===== config.mk =====
export PLATFORM = sky130hd
export DESIGN_NAME = bit_akis_uretici
export DESIGN_NICKNAME = d
export VERILOG_FILES = /design/src/rtl/bit_akis_pkg.sv /design/src/rtl/bit_akis_zamanlayici.sv /design/src/rtl/bit_akis_uretici.sv
export SDC_FILE = /design/constraint.sdc
export NUM_CORES = 1
export LEC_CHECK = 0
export CAP_MARGIN = 20
export CORE_MARGIN = 10
export CORE_UTILIZATION = 27
export CTS_CLUSTER_SIZE = 40
export DETAILED_ROUTE_END_ITERATION = 8
export GPL_ROUTABILITY_DRIVEN = 0
export PLACE_DENSITY = 0.47
export SLEW_MARGIN = 20
export SYNTH_ARGS = -nofsm -noshare
export SYNTH_HDL_FRONTEND = slang
export SYNTH_HIERARCHICAL = 1
export SYNTH_SLANG_ARGS = --single-unit

===== constraint.sdc =====
create_clock -name i_clk -period 2.8 [get_ports i_clk]
set_input_delay 0.7 -clock i_clk [delete_from_list [all_inputs] [get_ports i_clk]]
set_output_delay 0.7 -clock i_clk [all_outputs]
set_load 0.005 [all_outputs]

===== src/rtl/bit_akis_pkg.sv =====
// Shared types and constants for the framed bit-stream transmitter/receivers.
package bit_akis_pkg;

  typedef enum logic [2:0] {
    IDLE   = 3'd0,
    START  = 3'd1,
    DATA   = 3'd2,
    PARITY = 3'd3,
    STOP   = 3'd4
  } bit_akis_state_e;

  localparam logic START_BIT  = 1'b0;
  localparam logic STOP_BIT   = 1'b1;
  localparam logic IDLE_LEVEL = 1'b1;

  // Cycles of o_valid per frame: start + data + parity + stop, each BIT_CYCLES long.
  function automatic int frame_len(input int data_w, input int bit_cycles);
    return (data_w + 3) * bit_cycles;
  endfunction

endpackage


===== src/rtl/bit_akis_zamanlayici.sv =====
// Per-bit tick generator: counts 0..BIT_CYCLES-1 while enabled and flags the last cycle.
module bit_akis_zamanlayici #(
  parameter int BIT_CYCLES = 4
) (
  input  logic i_clk,
  input  logic i_rst,
  input  logic i_clr,
  input  logic i_en,
  output logic o_bit_end
);

  localparam int CW = (BIT_CYCLES > 1) ? $clog2(BIT_CYCLES) : 1;
  localparam logic [CW-1:0] LAST = CW'(BIT_CYCLES - 1);

  logic [CW-1:0] r_cnt;

  // bit_end is combinational so the owner can act on the same edge that wraps the counter
  assign o_bit_end = i_en && (r_cnt == LAST);

  // Cycle counter, wraps at the end of each bit period
  always_ff @(posedge i_clk or posedge i_rst) begin
    if (i_rst)          r_cnt <= '0;
    else if (i_clr)     r_cnt <= '0;
    else if (i_en)      r_cnt <= o_bit_end ? '0 : r_cnt + CW'(1);
  end

endmodule


===== src/rtl/bit_akis_uretici.sv =====
// Framed serial transmitter: start, data MSB-first, parity, stop; each bit BIT_CYCLES long.
module bit_akis_uretici
  import bit_akis_pkg::*;
#(
  parameter int DATA_W      = 3,
  parameter int BIT_CYCLES  = 4,
  parameter int PARITY_EVEN = 1
) (
  input  logic              i_clk,
  input  logic              i_rst,
  input  logic [DATA_W-1:0] i_data,
  input  logic              i_flag,
  input  logic              i_err_inj,
  output logic              o_bit,
  output logic              o_valid,
  output logic              o_busy,
  output logic              o_done,
  output logic              o_drop
);

  localparam int IW = (DATA_W > 1) ? $clog2(DATA_W) : 1;
  localparam logic [IW-1:0] LAST_IDX = IW'(DATA_W - 1);
  // Extra XOR term that turns even parity into odd parity
  localparam logic ODD_TERM = (PARITY_EVEN == 0);

  bit_akis_state_e   r_state;
  logic [DATA_W-1:0] r_shift;
  logic [IW-1:0]     r_idx;
  logic              r_par;
  logic              w_bit_end;
  logic              w_idle;

  assign w_idle = (r_state == IDLE);

  bit_akis_zamanlayici #(.BIT_CYCLES(BIT_CYCLES)) u_zaman (
    .i_clk    (i_clk),
    .i_rst    (i_rst),
    .i_clr    (w_idle),
    .i_en     (!w_idle),
    .o_bit_end(w_bit_end)
  );

  // Frame sequencer; every output is a register updated alongside the state
  always_ff @(posedge i_clk or posedge i_rst) begin
    if (i_rst) begin
      r_state <= IDLE;
      r_shift <= '0;
      r_idx   <= '0;
      r_par   <= 1'b0;
      o_bit   <= IDLE_LEVEL;
      o_valid <= 1'b0;
      o_busy  <= 1'b0;
      o_done  <= 1'b0;
      o_drop  <= 1'b0;
    end else begin
      o_done <= 1'b0;
      // Any strobe outside IDLE (including the final stop cycle) is rejected
      o_drop <= i_flag && !w_idle;
      case (r_state)
        IDLE: begin
          if (i_flag) begin
            r_shift <= i_data;
            r_par   <= (^i_data) ^ ODD_TERM ^ i_err_inj;
            r_idx   <= '0;
            r_state <= START;
            o_bit   <= START_BIT;
            o_valid <= 1'b1;
            o_busy  <= 1'b1;
          end
        end
        START: begin
          if (w_bit_end) begin
            r_state <= DATA;
            r_idx   <= '0;
            o_bit   <= r_shift[DATA_W-1];
            r_shift <= r_shift << 1;
          end
        end
        DATA: begin
          if (w_bit_end) begin
            if (r_idx == LAST_IDX) begin
              r_state <= PARITY;
              o_bit   <= r_par;
            end else begin
              r_idx   <= r_idx + IW'(1);
              o_bit   <= r_shift[DATA_W-1];
              r_shift <= r_shift << 1;
            end
          end
        end
        PARITY: begin
          if (w_bit_end) begin
            r_state <= STOP;
            o_bit   <= STOP_BIT;
          end
        end
        STOP: begin
          if (w_bit_end) begin
            r_state <= IDLE;
            o_bit   <= IDLE_LEVEL;
            o_valid <= 1'b0;
            o_busy  <= 1'b0;
            o_done  <= 1'b1;
          end
        end
        default: begin
          r_state <= IDLE;
          o_bit   <= IDLE_LEVEL;
          o_valid <= 1'b0;
          o_busy  <= 1'b0;
        end
      endcase
    end
  end

endmodule


-- After elaboration in Yosys (flattened, before gate mapping)
Cells that the tools add are included.
- add/subtract/negate cells: 2
- eq/ne operators: 14
- mux-type cells: 30
- bitwise gates (word level): 2
- reductions and logical operators: 13
- operators with widths (kind ; count):
    3-bit 2-to-1 mux ; 10
    3-bit one-hot mux with 5 select lines ; 1
    2-bit 2-to-1 mux ; 6
    2-bit by 1-bit != test with 1-bit output (second input constant) ; 5
    1-bit 2-to-1 mux ; 9
    3-bit one-hot mux with 3 select lines ; 1
    3-bit by 2-bit == test with 1-bit output (second input constant) ; 2
    2-bit != test (second input constant) ; 3
    2-bit one-hot mux with 3 select lines ; 1
    6-bit AND reduction ; 1
    5-bit AND reduction ; 1
    2-bit by 1-bit adder with 2-bit output (second input constant) ; 2
    2-bit == test (second input constant) ; 2
    1-bit one-hot mux with 4 select lines ; 1
    4-bit AND reduction ; 1
    3-bit by 1-bit == test with 1-bit output (second input constant) ; 1
    3-bit == test (second input constant) ; 1
    3-bit zero test ; 1
    1-bit one-hot mux with 3 select lines ; 1
    3-bit AND reduction ; 1
    3-bit nonzero test ; 1
    3-bit OR reduction ; 1
    3-bit parity ; 1
    1-bit logical AND ; 2
    5 further kinds ; 5
- bits in registers: 15
- output and inout bits: 5

-- Logic depth before layout (Yosys ltp)
Gate-level depths: netlist of the first run.
- depth after elaboration: 5
- depth in mapped cells: 9
- mapped depth without buffers: 7

-- Hierarchy
Netlist of the first run, hierarchy kept.
- by module, submodules not included (module ; instances ; cells an instance ; area each (um^2) ; seq. area each (um^2)):
    bit_akis_uretici ; 1 ; 73 ; 723.2 ; 326.6
    bit_akis_zamanlayici ; 1 ; 10 ; 110.1 ; 50.0

-- Worst setup path before layout of the first run
No wires, ideal clock.
- path type: register to register
- from: register r_state[2]
- to: register r_idx[0]
- data arrival time: 2184 ps
- data required time: 2672 ps
- path slack: 488 ps
- cell stages (with the launch flop): 10
- buffers on the path: 2
- cells stage by stage: dfrtp_1 > clkbuf_1 > nor3_1 > inv_1 > and2_1 > buf_4 > nand2_1 > or2_1 > a31oi_4 > mux2_1
- word-level cells in the longest chain between the ends: 5
- elaborated cells between the ends (all ways): 12
- those cells by class: 6 x eq/ne; 1 x mux; 5 x reduce/logical
- RTL lines (what ; line ; source):
    from (decl) ; bit_akis_uretici.sv:26 ; bit_akis_state_e r_state;
    from (signal assigned) ; bit_akis_uretici.sv:46 ; r_state <= IDLE;
    from (signal assigned) ; bit_akis_uretici.sv:65 ; r_state <= START;
    from (signal assigned) ; bit_akis_uretici.sv:73 ; r_state <= DATA;
    3-bit zero test (*) ; bit_akis_uretici.sv:33 ; assign w_idle = (r_state == IDLE);
    net w_idle ; bit_akis_uretici.sv:31 ; logic w_idle;
    1-bit zero test (*) ; bit_akis_uretici.sv:39 ; .i_en (!w_idle),
    1-bit logical AND (*) ; bit_akis_zamanlayici.sv:18 ; assign o_bit_end = i_en && (r_cnt == LAST);
    net w_bit_end ; bit_akis_uretici.sv:30 ; logic w_bit_end;
    2-bit by 1-bit != test with 1-bit output (no line) ; -- ;
    5-bit AND reduction (no line) (*) ; -- ;
    to (signal assigned) ; bit_akis_uretici.sv:85 ; r_idx <= r_idx + IW'(1);
    to (decl) ; bit_akis_uretici.sv:28 ; logic [IW-1:0] r_idx;
Mark *: on every way through the listed nets, which the timed path passes. The rest lies on a longest branch.
A chain may end at the register's enable or synchronous reset.

-- Worst setup path in the final report of the first run
- from: register r_state[2]
- to: register r_shift[1]
- word-level cells in the longest chain between the ends: 5
- elaborated cells between the ends (all ways): 12
- those cells by class: 6 x eq/ne; 1 x mux; 5 x reduce/logical
- RTL lines (what ; line ; source):
    3-bit zero test (*) ; bit_akis_uretici.sv:33 ;
    net w_idle ; bit_akis_uretici.sv:31 ;
    1-bit zero test (*) ; bit_akis_uretici.sv:39 ;
    1-bit logical AND (*) ; bit_akis_zamanlayici.sv:18 ;
    net w_bit_end ; bit_akis_uretici.sv:30 ;
    2-bit by 1-bit != test with 1-bit output (no line) ; -- ;
    5-bit AND reduction (no line) (*) ; -- ;
    to (signal assigned) ; bit_akis_uretici.sv:62 ; r_shift <= i_data;
    to (signal assigned) ; bit_akis_uretici.sv:76 ; r_shift <= r_shift << 1;
    to (signal assigned) ; bit_akis_uretici.sv:87 ; r_shift <= r_shift << 1;
    to (decl) ; bit_akis_uretici.sv:27 ; logic [DATA_W-1:0] r_shift;
Marks and branches as above.

==> results.json, run 1 <==
{
  "max_slew_margin_pct": 65.69,
  "required_ps": 2980,
  "grt_start_max_net_pins": 14,
  "initial_antenna_violation_count": 0,
  "clock_skew_ps": 9.174,
  "gr-total-overflow": 0,
  "route.detailed.wl_per_inst_um": 12.55,
  "sequential_element_share_of_the_synthesized_area_pct": 45.20,
  "clock.fmax_mhz": 436.2,
  "setup.worst_path.class": "register to register",
  "tritoncts": "yes",
  "timing.final.setup_violations": 0,
  "power.static_leakage_nw": 0.4305,
  "drtIter0Drc": 44,
  "maxSlewViolCount": 0,
  "dp_hpwl_um": 1252,
  "clock_insertion_delay_worst_skew_ps": 290,
  "synth_flop_cell": "dfrtp_1",
  "nFillCells": 312,
  "worst_setup_path_start_kind": "register",
  "die_w_um": 75.56,
  "number_of_ports_placed_on_the_die_boundary": 12,
  "cts_buffers": 3,
  "place_inst": 124,
  "final_report_hold_violation_count": 0,
  "hold_path.class": "register to register",
  "area_growth_syn_to_layout_pct": 19.82,
  "synth_warnings": 6,
  "maxCapViolations": 0,
  "post-route-period-util_pct": 81.87,
  "final_period_minus_worst_setup_slack_ps": 2292,
  "cell_area_after_synthesis_sq_um": 833.3,
  "drtPass1Iterations": 4,
  "viasPerCell": 4.961,
  "row_count": 20,
  "final_core_utilization_pct": 33.25,
  "drc_errors": 0,
  "die-area_sq_um": 5709,
  "first_global_vias": 622,
  "vdd.ir_drop.worst_mv": 0.3225,
  "die_height_um": 75.56,
  "result_of_the_run": "finished clean",
  "detailed_route_via_count": 635,
  "clk_path_buf_depth": 2,
  "number_of_nets_in_the_synthesized_netlist": 92,
  "detail-route-antenna-nets": 0,
  "clk_pin_slew_worst_paths_ps": 100,
  "cts.htree.levels": 1,
  "grt_first_pass_wirelength_um": 2870,
  "fin_nets": 105,
  "powerDensity_nw_per_um2": 959.4,
  "finalWirelength_um": 1607,
  "netlist-cell-type-count": 31,
  "postSynthAreaPerCell_sq_um": 10.04,
  "total_routing_usage_gr_pct": 6.627,
  "post_cts_resize_count": 0,
  "setup_tns_ps": 0,
  "syn-instance-count": 83,
  "cp-end-kind": "register",
  "fraction_of_registers_with_async_set_or_reset_after_synthesis_pct": 100.0,
  "critical_path_peak_fanout": 12,
  "cts.root.buffer_cell": "clkbuf_4",
  "clock_sink_count": 15,
  "floorplan.core_area_sq_um": 3003,
  "ys_seq_elements": 15,
  "port-buffer-count": 11,
  "tightest_slew_ps": 514.1,
  "edff_count_synth": 0,
  "final_layout_size_suffix_gt1_share_pct": 15.79,
  "rsz_0062_raised_after_global_routing": "false",
  "start_util_pct": 27.75,
  "cts_hold_repair.buffers": 0,
  "data_arrival_time_of_the_critical_path_ps": 2470,
  "layout.cells.non_filler": 128,
  "antenna-diode-count": 0,
  "post-cts-setup-buffers": 0,
  "finalHoldWorstSlack_ps": 511.8
}
## state kept, by name (all words and copies together), names as in the netlist
signal	cells
o_done	1
r_idx	2
r_shift	3
o_busy	1
u_zaman/r_cnt	2
r_state	3
r_par	1
o_bit	1
o_drop	1
## cell families (layout without fill, tap and decap cells)
group           after synthesis  in the layout  synth area share [%]
simple gates                 26             26                 15.92
compound gates               18             18                 15.32
fa+ha+maj                     2              2                 3.003
flops                        15             15                 45.20
mux                           8              8                 10.66
buf+inv                      10             22                 5.705
xor+xnor                      4              4                 4.204
## cell usage after synthesis, types with 2 or more instances
| master | n | area share (%) |
|---|---|---|
| nor2_1 | 6 | 2.7 |
| a31oi_1 | 2 | 1.5 |
| nor3_1 | 2 | 1.2 |
| ha_1 | 2 | 3.0 |
| nand2b_1 | 2 | 1.5 |
| inv_1 | 5 | 2.3 |
| mux2_2 | 5 | 6.8 |
| nor2b_1 | 3 | 2.3 |
| nand2_1 | 8 | 3.6 |
| xnor2_1 | 4 | 4.2 |
| a21oi_1 | 6 | 3.6 |
| buf_2 | 2 | 1.2 |
| dfrtp_1 | 14 | 42 |
| buf_4 | 2 | 1.8 |
| o21ai_0 | 3 | 1.8 |
| mux2_1 | 2 | 2.7 |
## path summary, 6_finish.rpt
check	start	to	slack, ps	depth (start not counted)
max in group asynchronous	i_rst	o_bit	1670	2
hold reg to reg	r_idx[1]	r_idx[1]	510	1
hold / removal	r_idx[1]	r_idx[1]	510	1
min in group asynchronous	i_rst	u_zaman/r_cnt[1]	570	2
setup reg to reg	r_state[2]	r_shift[1]	510	7
setup / recovery	r_state[2]	r_shift[1]	510	7
## placed cells by master, fill, tap and decap left out, drive strengths merged, types with 3 or more instances in the layout
master / instances
a21oi: 7
a31oi: 3
clkbuf: 3
clkdlybuf4s50: 11
dfrtp: 14
inv: 5
mux2: 7
nand2: 8
nor2: 6
nor2b: 3
o21ai: 3
xnor2: 4
## cell type report
type                    instances  area [sq um]  share of cell area (%)
clock buffers                   3         22.52                   2.256
clock inverters                 1         5.005                  0.5013
inverters                       5         18.77                   1.880
repair buffers                 13         125.1                   12.53
well taps                      33         41.29                   4.135
flip-flops and latches         15         376.6                   37.72
multi-input cells              58         409.1                   40.98
## power by group
group / switching (mW) / internal (mW)
clock: 0.0771 / 0.0531
combinational: 0.205 / 0.247
sequential: 0.0709 / 0.305
## layer usage
metal  track usage, %  part of all wire (%)  up-vias
met2            10.20                    44       21
met5                0                     0        -
li1                 -                     -      309
met1            7.681                    45      303
met4            2.474                   1.1        0
met3            3.385                   8.9        2
## per-stage QoR
step / setup WS [ps] / cell area (sq um) / total power, mW
after floorplan: 488.4 / 833.3 / 0.7153
after global placement: 545.4 / 970.9 / 0.8371
after detailed placement: 527.0 / 970.9 / 0.8390
after CTS: 487.2 / 998.5 / 0.9732
after global routing: 313.1 / 998.5 / 1.053
final: 507.6 / 998.5 / 0.9579
## worst max-delay path: stages, from the launching register on
cell and delay [ps]:
dfrtp_1 600, nor3_1 130, inv_1 120, and2_1 280
nand2_1 110, or3_4 350, a31oi_4 230, mux2_2 360
Note: power is estimated with default switching activity, not from simulation.
==> inputs of run 2 (changes only) <==
==> constraint.sdc (replaced) <==
create_clock -name i_clk -period 2.2 [get_ports i_clk]
set_input_delay 0.55 -clock i_clk [delete_from_list [all_inputs] [get_ports i_clk]]
set_output_delay 0.55 -clock i_clk [all_outputs]
set_load 0.005 [all_outputs]
==> results.json, run 2 (same netlist as run 1, synthesis figures left out) <==
{
  "result_of_the_run": "finished clean",
  "antenna-diode-count": 0,
  "drtPass1Iterations": 3,
  "die_w_um": 75.56,
  "hold_path.class": "primary input to asynchronous set/reset pin",
  "required_ps": 2380,
  "gr-total-overflow": 0,
  "detail-route-antenna-nets": 0,
  "dpl_cell_area_sq_um": 1006,
  "maxCapViolations": 0,
  "number_of_ports_placed_on_the_die_boundary": 12,
  "setup.worst_path.start": "r_state[0]",
  "post-route-period-util_pct": 86.33,
  "cts_buffers": 3,
  "row_count": 20,
  "grt_first_pass_wirelength_um": 3036,
  "final_cell_mix": "dfrtp_1 (14), clkdlybuf4s50_1 (11), nand2_1 (8)",
  "final_layout_size_suffix_gt1_share_pct": 19.19,
  "floorplan.core_area_sq_um": 3003,
  "route.detailed.wl_per_inst_um": 13.14,
  "cp-end-kind": "register",
  "first_global_vias": 632,
  "clock_skew_ps": 5.560,
  "data_arrival_time_of_the_critical_path_ps": 2080,
  "seq_area_sq_um": 376.6,
  "multiInputGateArea_sq_um": 414.1,
  "timing.final.setup_violations": 0,
  "setup.worst_path.class": "register to register",
  "die-area_sq_um": 5709,
  "worst_setup_path_start_kind": "register",
  "rsz_0062_raised_after_global_routing": "false",
  "tritoncts": "yes",
  "die_height_um": 75.56,
  "final_period_minus_worst_setup_slack_ps": 1899,
  "cts_hold_repair.buffers": 0,
  "clock_power_share_pct": 12.6,
  "power.static_leakage_nw": 0.4491,
  "intPower_mw": 0.7992,
  "setup_tns_ps": 0,
  "critical_path_peak_fanout": 5,
  "cts.htree.levels": 1,
  "final_report_hold_violation_count": 0,
  "critical_path.reg2reg.startpoint": "r_state[0]",
  "drc_errors": 0,
  "drtIter0Drc": 23,
  "reg.largest.list": "r_shift: 3 flops, r_state: 3 flops",
  "max_slew_margin_pct": 64.56,
  "viasPerCell": 4.606,
  "p_switching_mw": 0.4594,
  "comb_power_share_pct": 51.6,
  "clk_path_buf_depth": 2,
  "final_area_sq_um": 1032,
  "clock_insertion_delay_worst_skew_ps": 290,
  "post-cts-setup-buffers": 0,
  "tightest_slew_ps": 531.1,
  "finalWirelength_um": 1734,
  "maxSlewViolCount": 0,
  "powerDensity_nw_per_um2": 1219,
  "vdd.ir_drop.worst_mv": 0.4703,
  "power_frac_seq_pct": 35.8,
  "fin_nets": 109,
  "initial_antenna_violation_count": 0,
  "clock_sink_count": 15,
  "total_routing_usage_gr_pct": 7.135,
  "area_growth_syn_to_layout_pct": 23.87,
  "final_core_utilization_pct": 34.38,
  "switching_share_pct": 36.50,
  "finalHoldWorstSlack_ps": 431.9,
  "clk_pin_slew_worst_paths_ps": 90,
  "cts.root.buffer_cell": "clkbuf_4",
  "clock.fmax_mhz": 526.5,
  "post_cts_resize_count": 0,
  "post-layout-total-power_mw": 1.259,
  "dp_hpwl_um": 1346,
  "nFillCells": 318,
  "detailed_route_via_count": 608,
  "grt_start_max_net_pins": 14,
  "start_util_pct": 27.75,
  "port-buffer-count": 11,
  "layout_commonest_cell": "dfrtp_1"
}
run 2: final cells by class:
cell class                      count  share of cell area (%)
Clock buffer                        4                   2.545
Timing Repair Buffer               17                   15.03
Multi-Input combinational cell     58                   40.12
Inverter                            5                   1.818
Tap cell                           33                   4.000
Sequential cell                    15                   36.48
run 2: stage by stage:
step | worst slack (ps) | std cells
floorplan | 2.907 | 83
global placement | 323.4 | 128
detailed placement | 294.1 | 128
CTS | 298.6 | 132
global route | 198.6 | 132
finish | 300.8 | 132
run 2: worst paths after layout:
check / endpoint / slack, ps / cells after the start
setup / recovery: r_shift[0] / 300 / 7
hold / removal: u_zaman/r_cnt[0] / 430 / 2
setup reg to reg: r_shift[0] / 300 / 7
hold reg to reg: r_idx[1] / 500 / 1
max in group asynchronous: o_bit / 1220 / 2
min in group i_clk: r_idx[1] / 500 / 1
run 2: power groups by stage:
stage,Clock [mW],Sequential [mW],Combinational (mW)
5_1_grt,0.187,0.467,0.722
6_report,0.159,0.451,0.649
3_5_place_dp,0,0.456,0.658
4_1_cts,0.167,0.452,0.658
2_1_floorplan,0,0.448,0.468
3_3_place_gp,0,0.454,0.646
run 2: metal layers:
layer | GRT usage (%) | wire, um
met1 | 8.283 | 835
met4 | 2.474 | 23
met5 | 0 | 0
met3 | 3.516 | 117
met2 | 11.14 | 758
run 2: worst max-delay path, stage by stage, from the launching register on:
cell and delay [ps]:
dfrtp_1 380, nor3_2 70, inv_1 100, and2_1 220, nand2_1 90, or3_4 340
a31oi_4 220, mux2_2 370
==> inputs of run 3 (changes only) <==
--- a/config.mk
+++ b/config.mk
@@ -15,5 +15,4 @@
 export SLEW_MARGIN = 20
 export SYNTH_ARGS = -nofsm -noshare
 export SYNTH_HDL_FRONTEND = slang
-export SYNTH_HIERARCHICAL = 1
 export SYNTH_SLANG_ARGS = --single-unit
==> results.json, run 3 <==
{
  "result_of_the_run": "finished clean",
  "grt_first_pass_wirelength_um": 2415,
  "synth.area.top_cells": "dfrtp_1 (43%), mux2_2 (6.9%), xnor2_1 (4.3%)",
  "dp_hpwl_um": 1159,
  "timing.final.setup_violations": 0,
  "drtPass1Iterations": 2,
  "critical_path_peak_fanout": 2,
  "setup_tns_ps": 0,
  "synth.area.mux_share_pct": 12.52,
  "cp_slowest_stage_delay_ps": 540,
  "syn-instance-count": 71,
  "die_height_um": 75.10,
  "floorplan.core_area_sq_um": 2829,
  "yosys.cell_count.top_type": "dfrtp_1",
  "ys_seq_elements": 15,
  "number_of_ports_placed_on_the_die_boundary": 12,
  "critical_path_cell_count": 1,
  "synth_top_family_by_area": "simple AND/OR/NAND/NOR gates",
  "synth-simple-area-share_pct": 13.59,
  "clock_sink_count": 15,
  "fin_nets": 94,
  "cts_buffers": 3,
  "clock_skew_ps": 1.165,
  "number_of_nets_in_the_synthesized_netlist": 80,
  "initial_antenna_violation_count": 0,
  "final_report_hold_violation_count": 0,
  "layout_commonest_cell": "dfrtp_1",
  "adder_and_majority_cell_fraction_of_the_synthesized_area_pct": 3.053,
  "post_cts_resize_count": 0,
  "critPathSlowestCell": "dfstp_2",
  "worst_setup_path_start_kind": "register",
  "hold_path.class": "register to register",
  "detail-route-antenna-nets": 0,
  "netlist-cell-type-count": 32,
  "first_global_vias": 531,
  "final_layout_size_suffix_gt1_share_pct": 23.81,
  "yosys.area.top_type_share_pct": 42.75,
  "post-route-period-util_pct": 84.48,
  "power.static_leakage_nw": 0.4100,
  "start_util_pct": 28.97,
  "finalHoldWorstSlack_ps": 446.9,
  "edff_count_synth": 0,
  "critical_path.reg2reg.startpoint": "r_idx[0]",
  "data_arrival_time_of_the_critical_path_ps": 1310,
  "crit_path_cell_trace": "clkdlybuf4s50_1",
  "seq_area_sq_um": 376.6,
  "setup.worst_path.start": "o_bit",
  "area_growth_syn_to_layout_pct": 18.63,
  "total_routing_usage_gr_pct": 5.475,
  "synth_warnings": 0,
  "maxCapViolations": 0,
  "setup.worst_path.class": "register to output pin",
  "powerDensity_nw_per_um2": 1330,
  "viasPerCell": 4.713,
  "rr_endpoint": "r_idx[1]",
  "vdd.ir_drop.worst_mv": 0.5480,
  "port-buffer-count": 11,
  "critical_path.n_buffers_inverters": 1,
  "drtIter0Drc": 28,
  "clock_insertion_delay_worst_skew_ps": 280,
  "antenna-diode-count": 0,
  "tightest_slew_ps": 555.7,
  "final_period_minus_worst_setup_slack_ps": 1858,
  "synth-compound-area-share_pct": 11.76,
  "required_ps": 1650,
  "clk_pin_slew_worst_paths_ps": 80,
  "postSynthAreaPerCell_sq_um": 11.54,
  "finalWirelength_um": 1461,
  "nFillCells": 288,
  "row_count": 19,
  "route.detailed.wl_per_inst_um": 12.70,
  "cp-end-kind": "output pin",
  "post-cts-setup-buffers": 0,
  "fraction_of_registers_with_async_set_or_reset_after_synthesis_pct": 100.0,
  "clock.fmax_mhz": 538.1,
  "reg.largest.list": "r_shift: 3 flops, r_state: 3 flops",
  "cell_area_after_synthesis_sq_um": 819.5,
  "cts.root.buffer_cell": "clkbuf_4",
  "synth_flop_cell": "dfrtp_1",
  "timing.critical_path.to": "o_bit",
  "tritoncts": "yes",
  "synth_top_area_cell": "dfrtp_1",
  "final_cell_mix": "dfrtp_1 (14), clkdlybuf4s50_1 (11), nor2_1 (6)",
  "sequential_element_share_of_the_synthesized_area_pct": 45.95,
  "gr-total-overflow": 0,
  "detailed_route_via_count": 542,
  "critPathTopFamily": "flip-flops",
  "grt_start_max_net_pins": 16,
  "drc_errors": 0,
  "clk_path_buf_depth": 2,
  "max_slew_margin_pct": 62.91,
  "cts_hold_repair.buffers": 0,
  "die_w_um": 75.10,
  "cts.htree.levels": 1,
  "slack_of_the_worst_reg_to_reg_path_ps": 440,
  "die-area_sq_um": 5639,
  "maxSlewViolCount": 0,
  "multiInputGateArea_sq_um": 386.6,
  "holdPathStages": 1,
  "yosys-top-cells-count": "dfrtp_1 (14), nor2_1 (6), mux2_2 (5), nor2b_1 (4), xnor2_1 (4)",
  "synth-xor-area-share_pct": 6.260,
  "r2r.worst_path.cells": 5,
  "rsz_0062_raised_after_global_routing": "false"
}
[run 3: cell types whose count changed in the layout (fill, tap and decap cells not counted), sizes merged, moves of 2 or more]
cell / previous run / this run
nand2: 8 / 2
a21oi: 7 / 3
o21ai: 3 / 1
a31oi: 3 / 1
buf: 6 / 3
inv: 5 / 3
[run 3: cell families (layout without fill, tap and decap cells)]
logic type                 count (synthesis)  after routing
AOI/OAI and AO/OA                         11             11
xor gates and xnor gates                   5              5
muxes                                      9              9
adders and majority gates                  2              2
and+or+nand+nor                           21             21
DFF                                       15             15
buffers and inverters                      8             21
[run 3: where the power goes]
part	switching (mW)	internal (mW)
registers	0.124	0.395
clock network	0.0828	0.0703
logic	0.256	0.364
[run 3: layout make-up]
cell class | count | share of cell area [%]
multi-input combinational | 48 | 39.77
sequential | 15 | 38.74
timing repair buffer | 14 | 13.64
tap | 31 | 3.990
clock buffer | 4 | 2.703
inverter | 3 | 1.158
[run 3: worst min path at each step]
stage / from / end / slack (ps)
CTS: u_zaman.r_cnt[0] / u_zaman.r_cnt[0] / 450
floorplan: u_zaman.r_cnt[0] / u_zaman.r_cnt[0] / 420
global placement: u_zaman.r_cnt[0] / u_zaman.r_cnt[0] / 440
finish: u_zaman.r_cnt[0] / u_zaman.r_cnt[0] / 450
detailed placement: u_zaman.r_cnt[0] / u_zaman.r_cnt[0] / 430
global route: u_zaman.r_cnt[0] / u_zaman.r_cnt[0] / 480
[run 3: worst reg2reg max path: cells and delay by family (launching register included)]
kind	cells	cell delay, ps
AO/OA/AOI/OAI	1	390
adder cells (fa/ha/maj)	1	230
buffers and inverters	1	50
flip-flops	1	370
multiplexers	1	380
AND/OR/NAND/NOR	1	240
[run 3: routing by layer]
layer / track usage (%) / vias up / wire [um]
met2: 8.000 / 14 / 599
met4: 0.6303 / 0 / 4
met5: 0 / - / 0
li1: - / 270 / -
met3: 3.285 / 2 / 116
met1: 6.931 / 256 / 741
[run 3: through the flow]
stage          setup slack, ps  total power, mW  util, %  cells  area, sq um
2_1_floorplan            553.5            1.023        -     71        819.5
3_3_place_gp             179.7            1.143    33.44    111        945.9
3_5_place_dp             178.8            1.155    33.44    111        945.9
4_1_cts                  316.9            1.316    34.37    115        972.2
5_1_grt                  285.3            1.407    34.37    115        972.2
6_report                 341.5            1.293    34.37    115        972.2
